**config.mk**
```make
export PLATFORM = sky130hd
export DESIGN_NAME = turn_input_cond_flat
export DESIGN_NICKNAME = d
export VERILOG_FILES = /design/src/rtl/turn_input_cond_if.sv /design/src/rtl/turn_input_cond.sv /design/src/flat_wrapper.sv
export SDC_FILE = /design/constraint.sdc
export NUM_CORES = 1
export LEC_CHECK = 0
export BUFFER_PORTS_ARGS = -buffer_cell sky130_fd_sc_hd__clkbuf_2
export CAP_MARGIN = 20
export CORE_UTILIZATION = 59
export CTS_CLUSTER_DIAMETER = 40
export CTS_CLUSTER_SIZE = 16
export DETAILED_ROUTE_END_ITERATION = 6
export PLACE_DENSITY = 0.82
export SETUP_SLACK_MARGIN = 0.02
export SLEW_MARGIN = 20
export SYNTH_ARGS = -nofsm -noshare
export SYNTH_HDL_FRONTEND = slang
export SYNTH_SLANG_ARGS = --single-unit
```
**constraint.sdc**
```tcl
create_clock -name clk -period 2.75 [get_ports clk]
set_clock_uncertainty 0.1 [all_clocks]
set_input_delay 0.55 -clock clk [delete_from_list [all_inputs] [get_ports clk]]
set_output_delay 0.55 -clock clk [all_outputs]
set_load 0.03 [all_outputs]
```
**src/rtl/turn_input_cond_if.sv**
```systemverilog
// turn_input_cond_if: tick, raw switches and conditioned request bundle for turn_input_cond.
interface turn_input_cond_if;
    logic       tick;
    logic       l_in;
    logic       r_in;
    logic       l;
    logic       r;
    logic       restart;
    logic [2:0] state_o;
    modport master (output tick, l_in, r_in, input l, r, restart, state_o);
    modport slave  (input tick, l_in, r_in, output l, r, restart, state_o);
endinterface

```
**src/rtl/turn_input_cond.sv**
```systemverilog
// turn_input_cond: synchronise, debounce and arbitrate turn switches into l/r requests.
// Optional macro TURN_HAZARD_EN enables the HAZ state (both switches on).
module turn_input_cond #(
    parameter int SYNC_STAGES = 2,
    parameter int DEB_TICKS   = 4,
    parameter int GAP_TICKS   = 2
) (
    input logic             clk,
    input logic             rst,
    turn_input_cond_if.slave bus
);
`ifdef TURN_HAZARD_EN
    typedef enum logic [2:0] {IDLE = 3'd0, LEFT = 3'd1, RIGHT = 3'd2, HAZ = 3'd3, GAP = 3'd4} state_t;
`else
    typedef enum logic [2:0] {IDLE = 3'd0, LEFT = 3'd1, RIGHT = 3'd2, GAP = 3'd4} state_t;
`endif
    localparam logic [7:0] DEB_MAX  = 8'(DEB_TICKS - 1);
    localparam logic [7:0] GAP_LOAD = 8'(GAP_TICKS - 1);
    logic [1:0][SYNC_STAGES-1:0] sync;
    logic [1:0]                  s, db, eff;
    logic [1:0][7:0]             cnt;
    logic [7:0]                  gap_cnt, gap_nxt;
    state_t                      state, nxt;
    assign s = {sync[1][SYNC_STAGES-1], sync[0][SYNC_STAGES-1]};
`ifdef TURN_HAZARD_EN
    assign eff = db;
`else
    // Without hazard support both-on is indistinguishable from both-off.
    assign eff = (db == 2'b11) ? 2'b00 : db;
`endif
    function automatic state_t decode(input logic [1:0] v);
        return v == 2'b10 ? LEFT : v == 2'b01 ? RIGHT :
`ifdef TURN_HAZARD_EN
               v == 2'b11 ? HAZ :
`endif
               IDLE;
    endfunction
    always_ff @(posedge clk or negedge rst) begin
        if (!rst) begin
            sync <= '0;
            db   <= '0;
            cnt  <= '0;
        end else begin
            sync[1] <= {sync[1][SYNC_STAGES-2:0], bus.l_in};
            sync[0] <= {sync[0][SYNC_STAGES-2:0], bus.r_in};
            for (int i = 0; i < 2; i++)
                if (bus.tick) begin
                    if (s[i] == db[i]) cnt[i] <= '0;
                    else if (cnt[i] == DEB_MAX) begin
                        db[i]  <= ~db[i];
                        cnt[i] <= '0;
                    end else cnt[i] <= cnt[i] + 8'd1;
                end
        end
    end
    always_comb begin
        nxt     = state;
        gap_nxt = gap_cnt;
        if (bus.tick)
            case (state)
                IDLE:  nxt = decode(eff);
                LEFT:  nxt = eff == 2'b10 ? LEFT  : eff == 2'b00 ? IDLE : GAP;
                RIGHT: nxt = eff == 2'b01 ? RIGHT : eff == 2'b00 ? IDLE : GAP;
`ifdef TURN_HAZARD_EN
                HAZ:   nxt = eff == 2'b11 ? HAZ   : eff == 2'b00 ? IDLE : GAP;
`endif
                GAP: begin
                    nxt     = gap_cnt == 8'd0 ? decode(eff) : GAP;
                    gap_nxt = gap_cnt == 8'd0 ? gap_cnt : gap_cnt - 8'd1;
                end
                default: nxt = IDLE;
            endcase
        if (nxt == GAP && state != GAP) gap_nxt = GAP_LOAD;
    end
    // l/r/restart decode the next state so they change on the same edge as state.
    always_ff @(posedge clk or negedge rst) begin
        if (!rst) begin
            state       <= IDLE;
            gap_cnt     <= '0;
            bus.l       <= 1'b0;
            bus.r       <= 1'b0;
            bus.restart <= 1'b0;
        end else begin
            state       <= nxt;
            gap_cnt     <= gap_nxt;
`ifdef TURN_HAZARD_EN
            bus.l       <= nxt == LEFT  || nxt == HAZ;
            bus.r       <= nxt == RIGHT || nxt == HAZ;
            bus.restart <= nxt != state && (nxt == LEFT || nxt == RIGHT || nxt == HAZ);
`else
            bus.l       <= nxt == LEFT;
            bus.r       <= nxt == RIGHT;
            bus.restart <= nxt != state && (nxt == LEFT || nxt == RIGHT);
`endif
        end
    end
    assign bus.state_o = state;
endmodule

```
**src/flat_wrapper.sv**
```systemverilog
// flat-port wrapper written by rule: the top's interface ports become plain ports
module turn_input_cond_flat 
#(
    parameter int SYNC_STAGES = 2,
    parameter int DEB_TICKS   = 4,
    parameter int GAP_TICKS   = 2
)
  (clk, rst, bus_tick, bus_l_in, bus_r_in, bus_l, bus_r, bus_restart, bus_state_o);
  turn_input_cond_if bus_i ();
  input logic clk;
  input logic rst;
  input wire logic [$bits(bus_i.tick)-1:0] bus_tick;
  input wire logic [$bits(bus_i.l_in)-1:0] bus_l_in;
  input wire logic [$bits(bus_i.r_in)-1:0] bus_r_in;
  output wire logic [$bits(bus_i.l)-1:0] bus_l;
  output wire logic [$bits(bus_i.r)-1:0] bus_r;
  output wire logic [$bits(bus_i.restart)-1:0] bus_restart;
  output wire logic [$bits(bus_i.state_o)-1:0] bus_state_o;
  assign bus_i.tick = bus_tick;
  assign bus_i.l_in = bus_l_in;
  assign bus_i.r_in = bus_r_in;
  assign bus_l = bus_i.l;
  assign bus_r = bus_i.r;
  assign bus_restart = bus_i.restart;
  assign bus_state_o = bus_i.state_o;
  turn_input_cond #(.SYNC_STAGES(SYNC_STAGES), .DEB_TICKS(DEB_TICKS), .GAP_TICKS(GAP_TICKS)) u_core (.clk(clk), .rst(rst), .bus(bus_i));
endmodule
```
* Word-level counts from Yosys, hierarchy flattened
Index checks and enable logic that the tools add are counted.
** Storage, ports and cells
- Output and inout port bits :: 6
- Input port bits :: 5
- Word-level logic and storage cells :: 62
- Bits in registers :: 36
** Cells by class
- Add/sub/neg operators :: 3
- Eq/ne operators :: 16
- Multiplexer cells :: 17
- Reductions and logical operators :: 11
- Bitwise gates (word level) :: 4
** Operators with widths (number)
- two-way mux 8 bit :: 8
- two-way mux 3 bit :: 6
- adder 8 x 1 -> 8 bit (second input constant) :: 2
- equality test 8 x 2 -> 1 bit (second input constant) :: 2
- case mux 3 bit (4 select lines) :: 1
- AND reduction 3 bit :: 3
- zero test 8 bit :: 1
- subtractor 8 x 1 -> 8 bit (second input constant) :: 1
- equality test 3 x 1 -> 1 bit (second input constant) :: 2
- equality test 3 x 2 -> 1 bit (second input constant) :: 2
- equality test 3 bit (second input constant) :: 2
- equality test 2 bit (second input constant) :: 2
- two-way mux 2 bit :: 2
- NOT 1 bit :: 4
- nonzero test 2 bit :: 2
- zero test 3 bit :: 1
- != test 3 bit :: 1
- != test 3 bit (second input constant) :: 1
- equality test 1 bit :: 2
- equality test 2 x 1 -> 1 bit (second input constant) :: 1
- logical AND 1 bit :: 2
- zero test 2 bit :: 1
- != test 2 bit (second input constant) :: 1
- logical OR 1 bit :: 1

* Depth between registers and ports, before layout
- Depth in word-level cells :: 12
- Gate-level depth with buffers :: 6
- Depth with buffers taken out :: 6

* Least setup slack after synthesis
OpenSTA, ideal clock, no wires.
- Path type :: register to register
- Start :: reg u_core.state[0], in the netlist u_core.bus.state_o[0]
- End :: reg u_core.gap_cnt[5]
- Clock period less this slack :: 2.152 ns
- Cell stages (with the launch flop) :: 6
- Data arrival time :: 1.927 ns
- Data required time :: 2.525 ns
- Path buffers :: 1
- Setup slack :: 0.598 ns
- Cell sequence :: dfrtp_1 > or3b_1 > buf_2 > a211o_1 > nor4_1 > mux2_2
** Between the ends
- Word-level cells in the longest chain between the ends :: 7
- Elaborated cells on any way between the ends :: 14
** Ends and longest elaborated chain
- start: declaration :: RTL line turn_input_cond.sv:23 : state_t state, nxt;
- start signal: assignment :: RTL line turn_input_cond.sv:84 : state <= nxt;
- equality test 3 bit (tied with other cells) :: RTL line turn_input_cond.sv:60 : case (state)
- case mux 3 bit (4 select lines) :: RTL line turn_input_cond.sv:60
- two-way mux 3 bit :: RTL line turn_input_cond.sv:59 : if (bus.tick)
- equality test 3 bit :: RTL line turn_input_cond.sv:73 : if (nxt == GAP && state != GAP) gap_nxt = GAP_LOAD;
- logical AND 1 bit :: RTL line turn_input_cond.sv:73
- != test 2 bit (no line) / nonzero test 2 bit (equally long branches)
- AND reduction 3 bit (no line)
- end signal: assignment :: RTL line turn_input_cond.sv:85 : gap_cnt <= gap_nxt;
- end: declaration :: RTL line turn_input_cond.sv:22 : logic [7:0] gap_cnt, gap_nxt;
Several ways; a longest one is shown, not always the timed one.
A chain may end at the register's enable or synchronous reset.

* Final worst setup path
- Start :: reg u_core.cnt[5] in the netlist's numbering
- End :: reg u_core.cnt[3] in the netlist's numbering
** Between the ends
- Word-level cells in the longest chain between the ends :: 3
** Ends and longest elaborated chain
- start: declaration :: RTL line turn_input_cond.sv:21 : logic [1:0][7:0] cnt;
- start signal: indexed assignment :: RTL line turn_input_cond.sv:52 : end else cnt[i] <= cnt[i] + 8'd1;
- equality test 8 x 2 -> 1 bit :: RTL line turn_input_cond.sv:49 : else if (cnt[i] == DEB_MAX) begin
- two-way mux 8 bit :: RTL line turn_input_cond.sv:49
- two-way mux 8 bit :: RTL line turn_input_cond.sv:48 : if (s[i] == db[i]) cnt[i] <= '0;
No other way between the ends.

==> impl_metrics.toml <==
[cells_and_area]
area_growth_syn_to_layout_pct = 7.64
drive_above_1_share_pct = 14.8
num-nets-final = 191
stdcell_area_mm2 = 0.00192
antenna_cells_inserted = 0
utilization_pct = 68.5

[power_and_ir_drop]
powerDensity_mw_per_mm2 = 827
irDropWorstVdd_mv = 0.475
p_leak_nw = 0.885

[yosys]
syn_nets = 176
synth-seq-area-share_pct = 50.5
yosys-top-cells-count = "dfrtp_1, nor2_1, nand2b_1"
yosys_warnings = 0
synth.area.top_cells = "dfrtp_1, mux2_2, ha_1, nand2b_1, nor2_1"
postSynthCellCount = 167
synth_area_leader_cell = "dfrtp_1"
synth.distinct_cells = 41
syn_avg_cell_area_um2 = 10.7
synth_top_area_share_pct = 50.5
ys.flop_type = "dfrtp_1"
ys_ff_latch = 36
yosysMostFrequentCell = "dfrtp_1"
synth_edf_count = 0
ys_async_sr_fraction_pct = 100
synth_area_mm2 = 0.00179

[routing]
viasPerCell = 6.39
vias = 1361
drc_errors = 2
dr.pass1.iters = 6
drt_iter0_markers = 72
antenna_left = 0
wirelength_um = 3190
wl_per_cell_um = 15.0

[critical_path]
cp_max_fo = 6
cp.arrival_ns = 2.37
worstSetupPathType = "register to register"
end_kind = "register"
startpoint_type = "register"
slowest_stage = "o31ai_1"
critPathMaxStageDelay_ns = 0.60
path_buf_inv = 0
worstPathCellList = "or4_1 -> o31ai_1 -> o21ai_0 -> a21o_1"
cp_top_family = "compound AO/OA/AOI/OAI gates"
worstPathRequired_ns = 2.89

[timing]
finalWorstSetupSlack_ns = 0.520
rsz0062_at_grt = "false"
setup_viol = 0
relSlewSlack_pct = 42.6
holdWs_ns = 0.205
finalMaxSlewViolations = 0
min_period_ns = 2.23
finalSetupTns_ns = 0
worst_pin_slew_ns = 0.862
hold_viol = 0
fmax_ghz = 0.448
fin_crit_sh_pct = 81.1

[run]
max-cap-violations = 0

[clocking]
cts_sinks = 36
cts.htree.levels = 2
post-cts-setup-buffer-count = 0
cts-buffers-inserted = 5
ctsHoldBuffers = 0
cts_tree = "built"
root_buffer = "clkbuf_4"
clk_latency_ns = 0.34
clk_pin_slew_worst_paths_ns = 0.11
ctsResizeCount = 0
clockBufferDepth = 2

[floorplan]
die_area_mm2 = 0.00325
core-area_mm2 = 0.00281
die_width_um = 57.0
io_pins = 11
die_h_um = 57.0
row_count = 19
start_util_pct = 63.6

[run_status]
status = "finished with violations"
violations = "design-rule violations"

[placement]
postPlaceCellArea_mm2 = 0.00188
dp_hpwl_um = 2200
port_buffers = 10
gp_congestion = 0.815
dp_slack_ns = 0.466

[grt]
grtUsageTotal_pct = 21.9
overflow = 0
grt_pass1_wl_um = 5380
grt_pass1_vias = 1245
antenna_found_initial = 0
grt_max_degree = 37

[worst_hold_path]
min_path_type = "primary input to asynchronous set/reset pin"
layout make-up:
type	count	area (um^2)
fillers	226	883
inverters	7	26.3
repair buffers	13	72.6
clock inverters	1	5.00
flip-flops and latches	36	901
multi-input cells	119	837
clock buffers	6	41.3
well taps	31	38.8
power by group:
group          total (mW)  switching (mW)  internal [mW]  leakage [nW]
clock               0.261           0.167         0.0942        0.0281
sequential          0.813           0.150          0.663         0.465
combinational       0.516           0.281          0.235         0.392
state kept, by name, indices dropped and copies added (netlist names):
name / cells
u_core.cnt: 16
u_core.gap_cnt: 8
u_core.bus.state_o: 3
u_core.db: 2
u_core.s: 2
u_core.sync: 2
u_core.bus.l: 1
u_core.bus.r: 1
u_core.bus.restart: 1
routing by layer:
layer / up-vias / wire length (um) / track usage (%)
met1: 649 / 1480 / 28.5
met4: 0 / 67 / 12.9
met5: - / 0 / 0
li1: 661 / - / -
met2: 43 / 1500 / 33.8
met3: 8 / 139 / 5.22
final timing paths:
kind | end | slack [ns] | cells past startpoint | startpoint
setup / recovery | u_core.cnt[3] | 0.52 | 4 | u_core.cnt[5]
hold / removal | u_core.cnt[1] | 0.20 | 1 | rst
setup reg to reg | u_core.cnt[3] | 0.52 | 4 | u_core.cnt[5]
hold reg to reg | u_core.s[1] | 0.25 | 0 | u_core.sync[2]
max in group asynchronous | u_core.cnt[13] | 1.81 | 1 | rst
min in group clk | u_core.sync[0] | 0.22 | 1 | bus_r_in
metrics by stage:
stage	power [mW]	cells
after CTS	1.60	213
after global placement	1.30	206
final	1.59	213
after global routing	1.70	213
after floorplan	1.20	167
after detailed placement	1.34	206
placed cells by master, fill, tap and decap left out, types with 6 or more instances in the layout:
cell type	instances
dfrtp_1	36
nand2b_1	8
inv_1	7
clkbuf_2	10
nand3_1	6
nor2_1	11
a21oi_1	7
mux2_2	7
logic make-up (layout without fill, tap and decap cells):
logic type / count (synthesis) / in the layout / share of synthesized area (%)
adders and majority gates: 4 / 4 / 2.80
AOI/OAI and AO/OA: 40 / 40 / 16.3
xor gates and xnor gates: 5 / 5 / 2.45
DFF: 36 / 36 / 50.5
muxes: 9 / 9 / 5.54
buffers and inverters: 12 / 27 / 2.66
and+or+nand+nor: 61 / 61 / 19.8
No activity file was read; power rests on OpenSTA's default activity.
